## config.mk

```make
export PLATFORM = sky130hd
export DESIGN_NAME = arm_multicycle_controller
export DESIGN_NICKNAME = d
export VERILOG_FILES = /design/src/rtl/arm_mc_pkg.sv /design/src/rtl/mc_condlogic.sv /design/src/rtl/arm_multicycle_controller.sv
export SDC_FILE = /design/constraint.sdc
export NUM_CORES = 1
export LEC_CHECK = 0
export BUFFER_PORTS_ARGS = -buffer_cell sky130_fd_sc_hd__buf_2
export CAP_MARGIN = 25
export CORE_MARGIN = 10
export CORE_UTILIZATION = 49
export DETAILED_ROUTE_END_ITERATION = 6
export GPL_TIMING_DRIVEN = 1
export PLACE_DENSITY = 0.84
export SYNTH_ARGS = -nofsm -noshare
export SYNTH_HDL_FRONTEND = slang
export SYNTH_SLANG_ARGS = --single-unit
```

## constraint.sdc

```tcl
create_clock -name clk -period 4.1 [get_ports clk]
set_clock_uncertainty 0.1 [all_clocks]
set_input_delay 0 -clock clk [delete_from_list [all_inputs] [get_ports clk]]
set_output_delay 0 -clock clk [all_outputs]
set_load 0.03 [all_outputs]
```

## src/rtl/arm_mc_pkg.sv

```systemverilog
// Shared types and constants for the ARM-subset multicycle controller.
// Holds the FSM state encoding, ALU control codes, condition codes and opcodes.
// Also provides the ARM condition evaluation used by the condition logic.
package arm_mc_pkg;

  typedef enum logic [3:0] {
    S_FETCH,
    S_DECODE,
    S_MEMADR,
    S_MEMRD,
    S_MEMWB,
    S_MEMWR,
    S_EXECR,
    S_EXECI,
    S_ALUWB,
    S_BRANCH
  } state_t;

  localparam logic [1:0] ALUCTL_ADD = 2'b00;
  localparam logic [1:0] ALUCTL_SUB = 2'b01;
  localparam logic [1:0] ALUCTL_AND = 2'b10;
  localparam logic [1:0] ALUCTL_ORR = 2'b11;

  // Data-processing cmd field (Funct[4:1])
  localparam logic [3:0] CMD_AND = 4'b0000;
  localparam logic [3:0] CMD_SUB = 4'b0010;
  localparam logic [3:0] CMD_ADD = 4'b0100;
  localparam logic [3:0] CMD_RSC = 4'b0111;
  localparam logic [3:0] CMD_ORR = 4'b1100;

  localparam logic [1:0] OP_DP  = 2'b00;
  localparam logic [1:0] OP_MEM = 2'b01;
  localparam logic [1:0] OP_B   = 2'b10;

  localparam logic [3:0] COND_EQ = 4'b0000;
  localparam logic [3:0] COND_NE = 4'b0001;
  localparam logic [3:0] COND_CS = 4'b0010;
  localparam logic [3:0] COND_CC = 4'b0011;
  localparam logic [3:0] COND_MI = 4'b0100;
  localparam logic [3:0] COND_PL = 4'b0101;
  localparam logic [3:0] COND_VS = 4'b0110;
  localparam logic [3:0] COND_VC = 4'b0111;
  localparam logic [3:0] COND_HI = 4'b1000;
  localparam logic [3:0] COND_LS = 4'b1001;
  localparam logic [3:0] COND_GE = 4'b1010;
  localparam logic [3:0] COND_LT = 4'b1011;
  localparam logic [3:0] COND_GT = 4'b1100;
  localparam logic [3:0] COND_LE = 4'b1101;
  localparam logic [3:0] COND_AL = 4'b1110;

  // flags = {N, Z, C, V}; the 1111 encoding never executes.
  function automatic logic cond_ex(input logic [3:0] cond, input logic [3:0] flags);
    logic n, z, c, v;
    {n, z, c, v} = flags;
    case (cond)
      COND_EQ: cond_ex = z;
      COND_NE: cond_ex = ~z;
      COND_CS: cond_ex = c;
      COND_CC: cond_ex = ~c;
      COND_MI: cond_ex = n;
      COND_PL: cond_ex = ~n;
      COND_VS: cond_ex = v;
      COND_VC: cond_ex = ~v;
      COND_HI: cond_ex = c & ~z;
      COND_LS: cond_ex = ~c | z;
      COND_GE: cond_ex = (n == v);
      COND_LT: cond_ex = (n != v);
      COND_GT: cond_ex = ~z & (n == v);
      COND_LE: cond_ex = z | (n != v);
      COND_AL: cond_ex = 1'b1;
      default: cond_ex = 1'b0;
    endcase
  endfunction

endpackage

```

## src/rtl/mc_condlogic.sv

```systemverilog
// Condition logic: NZ/CV flag registers and the per-instruction condition bit.
// Latency: cond_q valid the cycle after DECODE; flags update on the edge ending EXECR/EXECI.
// Backpressure: none; updates are qualified by the FSM strobes only.
// Ports: clk, reset (async active-low), cond (Instr[31:28]), alu_flags {N,Z,C,V},
//        flag_w {NZ,CV} write mask, cond_latch (DECODE), flag_upd (EXECR/EXECI), cond_q.
module mc_condlogic
  import arm_mc_pkg::*;
(
  input  logic       clk,
  input  logic       reset,
  input  logic [3:0] cond,
  input  logic [3:0] alu_flags,
  input  logic [1:0] flag_w,
  input  logic       cond_latch,
  input  logic       flag_upd,
  output logic       cond_q
);

  logic [1:0] nz_q;
  logic [1:0] cv_q;

  always_ff @(posedge clk or negedge reset) begin
    if (!reset) begin
      nz_q   <= 2'b00;
      cv_q   <= 2'b00;
      cond_q <= 1'b0;
    end else begin
      // Evaluated against registered flags so a same-cycle ALU result never leaks in.
      if (cond_latch) cond_q <= cond_ex(cond, {nz_q, cv_q});
      if (flag_upd && flag_w[1] && cond_q) nz_q <= alu_flags[3:2];
      if (flag_upd && flag_w[0] && cond_q) cv_q <= alu_flags[1:0];
    end
  end

endmodule

```

## src/rtl/arm_multicycle_controller.sv

```systemverilog
// Multicycle control unit: Moore FSM sequencing a shared ALU/memory datapath.
// Latency: B 3, DP 4, STR 4, LDR 5 cycles; +1 per MemReady-low cycle in FETCH/MEMRD/MEMWR.
// Backpressure: MemReady low holds FETCH/MEMRD/MEMWR (MEM_WAIT_EN=1), writes stay gated meanwhile.
// Ports: clk, reset (async active-low), Instr[31:12], ALUFlags {N,Z,C,V}, MemReady in;
//        PCWrite, IRWrite, MemWrite, RegWrite, AdrSrc, RegSrc, ImmSrc, ALUSrcA, ALUSrcB,
//        ResultSrc, ALUControl, RSCSignal out.
module arm_multicycle_controller
  import arm_mc_pkg::*;
#(
  parameter bit MEM_WAIT_EN = 1'b1
) (
  input  logic         clk,
  input  logic         reset,
  input  logic [31:12] Instr,
  input  logic [3:0]   ALUFlags,
  input  logic         MemReady,
  output logic         PCWrite,
  output logic         IRWrite,
  output logic         MemWrite,
  output logic         RegWrite,
  output logic         AdrSrc,
  output logic [1:0]   RegSrc,
  output logic [1:0]   ImmSrc,
  output logic [1:0]   ALUSrcA,
  output logic [1:0]   ALUSrcB,
  output logic [1:0]   ResultSrc,
  output logic [1:0]   ALUControl,
  output logic         RSCSignal
);

  state_t     state_q, state_d;
  logic [1:0] op;
  logic [5:0] funct;
  logic [3:0] rd;
  logic       rd_pc;
  logic       mem_go;
  logic       cond_q;
  logic [1:0] flag_w;
  logic       alu_active;
  logic       unused_rn;

  assign op        = Instr[27:26];
  assign funct     = Instr[25:20];
  assign rd        = Instr[15:12];
  assign rd_pc     = (rd == 4'hF);
  assign unused_rn = ^Instr[19:16];
  assign mem_go    = MemReady | ~MEM_WAIT_EN;

  assign RegSrc = {(op == OP_MEM), (op == OP_B)};
  assign ImmSrc = op;

  mc_condlogic u_condlogic (
    .clk        (clk),
    .reset      (reset),
    .cond       (Instr[31:28]),
    .alu_flags  (ALUFlags),
    .flag_w     (flag_w),
    .cond_latch (state_q == S_DECODE),
    .flag_upd   (alu_active),
    .cond_q     (cond_q)
  );

  always_ff @(posedge clk or negedge reset) begin
    if (!reset) state_q <= S_FETCH;
    else        state_q <= state_d;
  end

  always_comb begin
    state_d   = state_q;
    PCWrite   = 1'b0;
    IRWrite   = 1'b0;
    MemWrite  = 1'b0;
    RegWrite  = 1'b0;
    AdrSrc    = 1'b0;
    ALUSrcA   = 2'b00;
    ALUSrcB   = 2'b00;
    ResultSrc = 2'b00;
    case (state_q)
      S_FETCH: begin
        ALUSrcA   = 2'b01;
        ALUSrcB   = 2'b10;
        ResultSrc = 2'b10;
        IRWrite   = mem_go;
        PCWrite   = mem_go;
        if (mem_go) state_d = S_DECODE;
      end
      S_DECODE: begin
        ALUSrcA   = 2'b01;
        ALUSrcB   = 2'b10;
        ResultSrc = 2'b10;
        case (op)
          OP_MEM:  state_d = S_MEMADR;
          OP_DP:   state_d = funct[5] ? S_EXECI : S_EXECR;
          OP_B:    state_d = S_BRANCH;
          default: state_d = S_FETCH;
        endcase
      end
      S_MEMADR: begin
        ALUSrcB = 2'b01;
        state_d = funct[0] ? S_MEMRD : S_MEMWR;
      end
      S_MEMRD: begin
        AdrSrc = 1'b1;
        if (mem_go) state_d = S_MEMWB;
      end
      S_MEMWR: begin
        AdrSrc   = 1'b1;
        MemWrite = cond_q;
        if (mem_go) state_d = S_FETCH;
      end
      S_MEMWB: begin
        ResultSrc = 2'b01;
        RegWrite  = cond_q & ~rd_pc;
        PCWrite   = cond_q & rd_pc;
        state_d   = S_FETCH;
      end
      S_EXECR: state_d = S_ALUWB;
      S_EXECI: begin
        ALUSrcB = 2'b01;
        state_d = S_ALUWB;
      end
      S_ALUWB: begin
        RegWrite = cond_q & ~rd_pc;
        PCWrite  = cond_q & rd_pc;
        state_d  = S_FETCH;
      end
      S_BRANCH: begin
        ALUSrcB   = 2'b01;
        ResultSrc = 2'b10;
        PCWrite   = cond_q;
        state_d   = S_FETCH;
      end
      default: state_d = S_FETCH;
    endcase
    // Enables must drop the instant reset asserts, not at the next edge.
    if (!reset) begin
      PCWrite  = 1'b0;
      IRWrite  = 1'b0;
      MemWrite = 1'b0;
      RegWrite = 1'b0;
    end
  end

  assign alu_active = (state_q == S_EXECR) || (state_q == S_EXECI);

  // ALU decode is only live in the execute states; everywhere else the ALU adds.
  always_comb begin
    ALUControl = ALUCTL_ADD;
    RSCSignal  = 1'b0;
    flag_w     = 2'b00;
    if (alu_active) begin
      case (funct[4:1])
        CMD_ADD: begin
          ALUControl = ALUCTL_ADD;
          flag_w     = {funct[0], funct[0]};
        end
        CMD_SUB: begin
          ALUControl = ALUCTL_SUB;
          flag_w     = {funct[0], funct[0]};
        end
        CMD_AND: begin
          ALUControl = ALUCTL_AND;
          flag_w     = {funct[0], 1'b0};
        end
        CMD_ORR: begin
          ALUControl = ALUCTL_ORR;
          flag_w     = {funct[0], 1'b0};
        end
        CMD_RSC: begin
          ALUControl = ALUCTL_SUB;
          RSCSignal  = 1'b1;
          flag_w     = {funct[0], funct[0]};
        end
        default: begin
          ALUControl = ALUCTL_ADD;
          flag_w     = 2'b00;
        end
      endcase
    end
  end

endmodule

```

==> results of run 1 <==
[layout make-up]
| type | instances | area share |
|---|---|---|
| well taps | 25 | 0.0264 |
| multi-input cells | 98 | 0.530 |
| flip-flops and latches | 9 | 0.190 |
| clock buffers | 4 | 0.0222 |
| inverters | 5 | 0.0159 |
| repair buffers | 45 | 0.216 |
[cells by family (layout without fill, tap and decap cells)]
kind of cell,after synthesis,count (layout),share of synthesized area
multiplexers,7,7,0.0907
flip-flops,9,9,0.244
buffers and inverters,16,54,0.0785
AO/OA/AOI/OAI,25,25,0.160
AND/OR/NAND/NOR,58,58,0.357
XOR/XNOR,7,7,0.0663
other,1,1,0.00406
[registers in the layout, indices dropped and copies added, names as in the netlist]
signal,count
state_q,4
u_condlogic.cv_q,2
u_condlogic.nz_q,2
u_condlogic.cond_q,1
[final timing paths]
kind | startpoint | end | slack (ns) | cells after the start
max reg2reg | state_q[3] | u_condlogic.cv_q[1] | 1.95 | 4
max in group asynchronous | reset | u_condlogic.cv_q[0] | 3.65 | 2
min | Instr[31] | u_condlogic.cond_q | 0.01 | 3
min in group asynchronous | reset | state_q[0] | 0.03 | 2
max | state_q[3] | u_condlogic.cv_q[1] | 1.95 | 4
min reg2reg | u_condlogic.cv_q[1] | u_condlogic.cv_q[1] | 0.47 | 1
[routing by layer]
metal / track usage / wire [microns] / vias up
li1: - / - / 517
met1: 0.158 / 1160 / 472
met2: 0.200 / 1220 / 41
met3: 0.0389 / 191 / 6
met4: 0.0738 / 55 / 0
met5: 0 / 0 / -
[through the flow]
step | worst slack (ns) | utilization | power, mW
6_report | 1.95 | 0.671 | 0.602
5_1_grt | 1.88 | 0.671 | 0.653
3_3_place_gp | 2.04 | 0.622 | 0.516
4_1_cts | 1.96 | 0.671 | 0.602
2_1_floorplan | 2.20 | - | 0.435
3_5_place_dp | 2.00 | 0.622 | 0.523
[power by group through the flow]
stage | clock, mW | combinational (mW) | sequential, mW
floorplan | 0 | 0.293 | 0.142
global placement | 0 | 0.330 | 0.186
detailed placement | 0 | 0.336 | 0.188
CTS | 0.0717 | 0.344 | 0.186
global route | 0.0752 | 0.382 | 0.196
finish | 0.0693 | 0.344 | 0.189
[critical path, delay by kind of cell, from the launching register on]
| kind | cells | cell delay, ns |
|---|---|---|
| DFF | 1 | 0.50 |
| muxes | 1 | 0.31 |
| and+or+nand+nor | 3 | 1.10 |
[Yosys cell counts, types with 2 or more instances]
library cell / count / area share
nand2_1: 5 / 0.020
a31oi_1: 2 / 0.014
xnor2_1: 3 / 0.028
o21ai_0: 5 / 0.027
nor3b_1: 4 / 0.032
nor4_1: 4 / 0.027
inv_1: 4 / 0.016
nand2b_1: 2 / 0.014
nand3_1: 4 / 0.022
nor2b_1: 7 / 0.047
mux2_4: 2 / 0.032
nand3b_1: 2 / 0.016
o211ai_1: 2 / 0.016
o22ai_1: 2 / 0.014
xor2_1: 4 / 0.038
and3_1: 2 / 0.014
mux2_1: 3 / 0.037
mux2i_1: 2 / 0.022
dfrtp_1: 9 / 0.24
and4_1: 2 / 0.019
nor2_1: 11 / 0.045
a21oi_1: 9 / 0.049
clkbuf_1: 7 / 0.028
buf_4: 3 / 0.024
nor3_1: 9 / 0.049
==> results.json, run 1 <==
{
  "status": "finished clean",
  "gr-total-overflow": 0,
  "fp-row-count": 15,
  "hold_ws_ns": 0.0102,
  "hp-class": "in2reg",
  "cts-htree-levels": 1,
  "io_pins": 45,
  "antenna_cells": 0,
  "tritoncts": "built",
  "yosysWarningCount": 0,
  "fin_setup_tns_ns": 0,
  "die_w_microns": 63.4,
  "fmax_mhz": 466,
  "crit_type": "reg2reg",
  "syn_area_sq_um": 925,
  "grt_pass1_vias": 1025,
  "slowest_stage": "or4_4",
  "grt_max_degree": 15,
  "dp_cells": 176,
  "syn_inst": 123,
  "regArea_sq_um": 225,
  "insertion_delay_ns": 0.27,
  "synth-edff-count": 0,
  "post_dp_cell_area_sq_um": 1100,
  "grt_usage": 0.131,
  "avgRoutedWirePerCell_microns": 14.1,
  "final_area_sq_um": 1180,
  "p_int_mw": 0.288,
  "drtIter0Drc": 28,
  "setup_violations": 0,
  "power_frac_seq": 0.313,
  "core_area_sq_um": 1760,
  "max_stage_delay_ns": 0.53,
  "synth_cell_types": 39,
  "hpwl_microns": 2030,
  "netSwitchingPower_mw": 0.314,
  "maxCapViolCount": 0,
  "place_congestion": 0.824,
  "worst_setup_path_start_kind": "flip-flop",
  "postCtsSetupBuffers": 0,
  "fin_crit_sh": 0.523,
  "swShare": 0.522,
  "die_h_microns": 63.4,
  "vias_per_cell": 5.57,
  "fillers": 165,
  "path_clk_slew_ns": 0.07,
  "worstPathRequired_ns": 4.14,
  "drtPass1Iterations": 4,
  "hold_violations": 0,
  "path_cells": "nand2b_1 -> or2_4 -> or4_4 -> mux2_4",
  "ys_ff_latch": 9,
  "cts_resized": 0,
  "ys_dominant_reg_cell": "dfrtp_1",
  "finalWirelength_microns": 2620,
  "grt_pass1_wl_microns": 4420,
  "p_per_area_nw_per_um2": 508,
  "clockBufferDepth": 2,
  "rsz0062_at_grt": "false",
  "peakVddDrop_mv": 0.440,
  "ys_async_sr_fraction": 1.00,
  "cts-root-buf": "clkbuf_4",
  "cts_made_buffers": 3,
  "syn-mean-instance-area_sq_um": 7.52,
  "vias": 1036,
  "crit_fanout": 11,
  "multi_input_area_sq_um": 627,
  "drive_above_1_share": 0.298,
  "synth_nets": 150,
  "port_buffers": 39,
  "layout_commonest_cell": "buf_2",
  "synth_seq_area_share": 0.244,
  "final_cell_mix": "buf_2 (39), nor2_1 (11), nor3_1 (9), a21oi_1 (9), dfrtp_1 (9)",
  "cts.sinks": 9,
  "initial_utilization": 0.524,
  "final.min_clock_period_ns": 2.15,
  "ant_nets": 0,
  "end_kind": "flip-flop",
  "hold_buffers": 6,
  "final_nets": 189,
  "comb_power_share": 0.572,
  "drv_slew": 0,
  "layout.cells.non_filler": 186,
  "post-route-drc-count": 0,
  "synthToLayoutAreaGrowth_pct": 28.0,
  "floorplan.die_area_sq_um": 4020,
  "power_leakage_nw": 0.568,
  "critPathArrivalTime_ns": 2.18,
  "grt_antenna_before_repair": 0,
  "clkPwrFrac": 0.115
}
Power figures use the tool's default switching activity.
==> run 2: changes to the inputs <==
Settings changed: CORE_UTILIZATION 49 to 45, PLACE_DENSITY 0.84 to 0.78.
Clock period 4.1 ns to 2.2 ns, I/O delays scaled along.
==> results.json, run 2 (synthesis results as in run 1) <==
{
  "grt_pass1_vias": 1092,
  "hpwl_microns": 2170,
  "largest-register": "state_q",
  "min_from": "Instr[27]",
  "antenna_cells": 0,
  "place_congestion": 0.880,
  "rrSetupSlack_ns": 0.30,
  "cts.sinks": 9,
  "path_clk_slew_ns": 0.07,
  "insertion_delay_ns": 0.26,
  "hold_depth": 4,
  "postCtsSetupBuffers": 0,
  "die_w_microns": 65.3,
  "crit_type": "reg2reg",
  "worst_setup_path_start_kind": "flip-flop",
  "drv_slew": 0,
  "p_int_mw": 0.561,
  "timing.rr.end": "u_condlogic.cv_q[1]",
  "cts_resized": 0,
  "finalWirelength_microns": 2790,
  "vias_per_cell": 5.62,
  "drtIter0Drc": 85,
  "peakVddDrop_mv": 0.666,
  "clockBufferDepth": 2,
  "maxCapViolCount": 0,
  "tritoncts": "built",
  "initial_utilization": 0.471,
  "path_cells": "nand2b_1 -> or2_4 -> or4_4 -> mux2_4",
  "cts-htree-levels": 1,
  "drtPass1Iterations": 4,
  "cts_made_buffers": 3,
  "r2r_cells": 4,
  "final_cell_mix": "buf_2 (39), nor2_1 (11), nor3_1 (9), a21oi_1 (9), dfrtp_1 (9)",
  "hold_buffers": 6,
  "pre_cts_slack_ns": 0.325,
  "reg2reg_from": "state_q[3]",
  "gr-total-overflow": 0,
  "critPathArrivalTime_ns": 1.94,
  "power_frac_seq": 0.259,
  "power_leakage_nw": 0.584,
  "comb_power_share": 0.630,
  "final.min_clock_period_ns": 1.90,
  "hold_end": "state_q[1]",
  "swShare": 0.515,
  "io_pins": 45,
  "p_per_area_nw_per_um2": 956,
  "grt_max_degree": 14,
  "grt_pass1_wl_microns": 4720,
  "fin_crit_sh": 0.864,
  "setup_violations": 0,
  "fp-row-count": 16,
  "ant_nets": 0,
  "drive_above_1_share": 0.311,
  "floorplan.die_area_sq_um": 4270,
  "avgRoutedWirePerCell_microns": 14.6,
  "grt_antenna_before_repair": 0,
  "status": "finished clean",
  "final_nets": 192,
  "layout_commonest_cell": "buf_2",
  "grt_usage": 0.130,
  "max_stage_delay_ns": 0.53,
  "end_kind": "flip-flop",
  "setup_ws_ns": 0.299,
  "fmax_mhz": 526,
  "hold_violations": 0,
  "slowest_stage": "or4_4",
  "clkPwrFrac": 0.111,
  "crit_fanout": 4,
  "rsz0062_at_grt": "false",
  "post-route-drc-count": 0,
  "largest_reg_flops": 4,
  "fin_setup_tns_ns": 0,
  "vias": 1073,
  "die_h_microns": 65.3,
  "synthToLayoutAreaGrowth_pct": 30.7,
  "hp-class": "in2reg",
  "port_buffers": 39,
  "critical_path.top_delay_family": "simple AND/OR/NAND/NOR gates",
  "post-route-util": 0.616,
  "core_area_sq_um": 1960,
  "largestRegisters": "state_q: 4 flops, u_condlogic.cv_q: 2 flops, u_condlogic.nz_q: 2 flops",
  "worstPathRequired_ns": 2.23,
  "critPathBufInv": 0,
  "netSwitchingPower_mw": 0.595,
  "cts-root-buf": "clkbuf_4"
}
[run 2: worst max path at each step]
stage                     startpoint                   to  slack [ns]  cells after the start
after CTS                 state_q[3]  u_condlogic.cv_q[1]        0.31                      4
after detailed placement  state_q[3]  u_condlogic.cv_q[1]        0.32                      4
after global placement    state_q[3]  u_condlogic.cv_q[1]        0.36                      4
final                     state_q[3]  u_condlogic.cv_q[1]        0.30                      4
after floorplan           state_q[2]             RegWrite        0.30                      4
after global routing      state_q[0]   u_condlogic.cond_q        0.23                      4
[run 2: area by class of cell]
class / count / area (sq um)
inverters: 5 / 18.8
well taps: 27 / 33.8
repair buffers: 48 / 278
multi-input cells: 98 / 627
flip-flops and latches: 9 / 225
fillers: 202 / 753
clock buffers: 4 / 26.3
[run 2: power by group through the flow]
stage                     Combinational [mW]  Sequential [mW]  Clock [mW]
final                                  0.728            0.300       0.128
after global routing                   0.801            0.308       0.147
after CTS                              0.728            0.296       0.133
after detailed placement               0.716            0.299           0
after global placement                 0.701            0.295           0
after floorplan                        0.545            0.265           0
[run 2: worst reg2reg max path, delay by kind of cell, from the launching register on]
| kind | cells | cell delay, ns |
|---|---|---|
| and+or+nand+nor | 3 | 1.00 |
| muxes | 1 | 0.31 |
| DFF | 1 | 0.38 |
[run 2: per-stage QoR]
| stage | total power [mW] | cells | area (sq um) | hold WS [ns] |
|---|---|---|---|---|
| after global placement | 0.996 | 181 | 1120 | -0.222 |
| after detailed placement | 1.01 | 181 | 1120 | -0.214 |
| after CTS | 1.16 | 191 | 1210 | 0.00691 |
| after global routing | 1.26 | 191 | 1210 | 0.0425 |
| final | 1.16 | 191 | 1210 | 0.00948 |
| after floorplan | 0.810 | 123 | 925 | -0.396 |
[run 2: metal layers]
| metal | wire length (microns) | vias to the layer above | GRT usage |
|---|---|---|---|
| li1 | - | 523 | - |
| met1 | 1220 | 505 | 0.145 |
| met2 | 1350 | 43 | 0.230 |
| met3 | 211 | 2 | 0.0441 |
| met4 | 8 | 0 | 0.0348 |
| met5 | 0 | - | 0 |
==> run 3: changes to the inputs <==
Settings changed: ABC_AREA set to 1, PLACE_DENSITY 0.78 to 0.79.
==> results.json, run 3 <==
{
  "vias_per_cell": 4.73,
  "worst_setup_path_start_kind": "flip-flop",
  "post-route-util": 0.630,
  "cts.sinks": 9,
  "fin_crit_sh": 0.873,
  "hold_ws_ns": 0.0318,
  "die_h_microns": 64.4,
  "final_nets": 230,
  "grt_max_degree": 12,
  "ys_ff_latch": 9,
  "core_area_sq_um": 1920,
  "rrSetupSlack_ns": 0.28,
  "gr-total-overflow": 0,
  "maxCapViolCount": 0,
  "avgRoutedWirePerCell_microns": 11.1,
  "syn_inst": 153,
  "synthTopCellsByCount": "nand2_1 (44), nor2_1 (28), inv_1 (20), nand3_1 (12), dfrtp_1 (9)",
  "synth_cell_types": 24,
  "drtPass1Iterations": 4,
  "grt_pass1_vias": 1012,
  "critPathArrivalTime_ns": 2.02,
  "path_clk_slew_ns": 0.07,
  "ys_async_sr_fraction": 1.00,
  "crit_fanout": 5,
  "hold_violations": 0,
  "peakVddDrop_mv": 0.486,
  "clockBufferDepth": 2,
  "largest_reg_flops": 4,
  "grt_antenna_before_repair": 0,
  "post-route-drc-count": 0,
  "synth_top_cell_by_area": "dfrtp_1",
  "rsz0062_at_grt": "false",
  "status": "finished clean",
  "initial_utilization": 0.462,
  "grt_pass1_wl_microns": 4240,
  "dp_cells": 216,
  "syn_area_sq_um": 888,
  "drtIter0Drc": 33,
  "vias": 1084,
  "synth_top_area_frac": 0.254,
  "cts_made_buffers": 3,
  "final.min_clock_period_ns": 1.92,
  "drive_above_1_share": 0.277,
  "drv_slew": 0,
  "tritoncts": "built",
  "largest-register": "state_q",
  "synth_seq_area_share": 0.254,
  "fmax_mhz": 520,
  "hpwl_microns": 2080,
  "syn-mean-instance-area_sq_um": 5.81,
  "layout.cells.non_filler": 229,
  "hp-class": "in2async",
  "ant_nets": 0,
  "die_w_microns": 64.4,
  "final_cell_mix": "nand2_1 (44), buf_2 (39), nor2_1 (28)",
  "setup_violations": 0,
  "power_leakage_nw": 0.718,
  "p_per_area_nw_per_um2": 896,
  "floorplan.die_area_sq_um": 4150,
  "layout_commonest_cell": "nand2_1",
  "grt_usage": 0.122,
  "place_congestion": 0.869,
  "fin_setup_tns_ns": 0,
  "synth_nets": 180,
  "fp-row-count": 16,
  "cts-root-buf": "clkbuf_4",
  "yosysWarningCount": 0,
  "cts-htree-levels": 1,
  "crit_type": "reg2reg",
  "insertion_delay_ns": 0.27,
  "finalWirelength_microns": 2550,
  "largestRegisters": "state_q: 4 flops, u_condlogic.cv_q: 2 flops, u_condlogic.nz_q: 2 flops",
  "worstPathRequired_ns": 2.30,
  "cts_resized": 0,
  "ys_dominant_reg_cell": "dfrtp_1",
  "io_pins": 45,
  "port_buffers": 39,
  "yosysMostFrequentCell": "nand2_1",
  "antenna_cells": 0,
  "synthTopCellsByArea": "dfrtp_1 (25%), nand2_1 (19%), nor2_1 (12%), inv_1 (8.5%), nand3_1 (6.8%)",
  "synth-edff-count": 0,
  "synthToLayoutAreaGrowth_pct": 36.3,
  "end_kind": "flip-flop"
}
[run 3: cell count changes after synthesis, moves of 7 or more]
cell,change
inv_1,+16
nor3_1,-8
nor2_1,+17
clkbuf_1,-7
nor2b_1,-7
nand3_1,+8
nand2_1,+39
[run 3: path summary, 6_finish.rpt]
path | startpoint | endpoint | cells after the start
setup / recovery | state_q[2] | state_q[1] | 6
hold / removal | reset | u_condlogic.nz_q[0] | 2
setup reg to reg | state_q[2] | state_q[1] | 6
hold reg to reg | u_condlogic.cond_q | u_condlogic.cond_q | 2
max in group asynchronous | reset | state_q[0] | 2
min in group clk | Instr[20] | state_q[2] | 4
[run 3: layer usage]
metal / track usage / share of wire / vias to the layer above
li1: - / - / 580
met1: 0.136 / 0.43 / 474
met2: 0.208 / 0.50 / 30
met3: 0.0515 / 0.071 / 0
met4: 0.0321 / 0 / 0
met5: 0 / 0 / -
[run 3: what timing repair did]
action,4_1_cts,5_1_grt
setup buffers,0,0
hold buffers,9,0
endpoints found under the setup margin,0,0
endpoints found under the hold margin,17,0
[run 3: power by group]
group | switching [mW] | leakage (nW) | internal (mW)
combinational | 0.447 | 0.603 | 0.220
sequential | 0.0645 | 0.100 | 0.220
clock | 0.0636 | 0.0150 | 0.0701
total | 0.575 | 0.718 | 0.510
[run 3: cell families (layout without fill, tap and decap cells)]
logic type / Yosys count / count (layout) / synth area share
AOI/OAI and AO/OA: 21 / 21 / 0.145
buffers and inverters: 27 / 76 / 0.130
DFF: 9 / 9 / 0.254
other: 1 / 1 / 0.00422
and+or+nand+nor: 95 / 95 / 0.468
[run 3: critical path, stage by stage, from the launching register on]
cell,delay (ns)
dfrtp_1,0.43
nor2_4,0.14
inv_1,0.09
nor2_1,0.24
inv_1,0.10
o211ai_1,0.19
dlygate4sd3_1,0.58
[run 3: through the flow]
step	worst slack, ns	cell area, sq um	power (mW)
after global placement	0.795	1090	0.918
final	0.278	1210	1.09
after detailed placement	0.746	1090	0.932
after floorplan	0.609	888	0.762
after global routing	0.116	1210	1.18
after CTS	0.331	1210	1.09
[run 3: final cells by class]
cell class | instances | area, sq um
inverter | 24 | 92.6
timing repair buffer | 48 | 285
clock buffer | 4 | 26.3
fill | 188 | 711
multi-input combinational | 117 | 548
tap | 27 | 33.8
sequential | 9 | 225
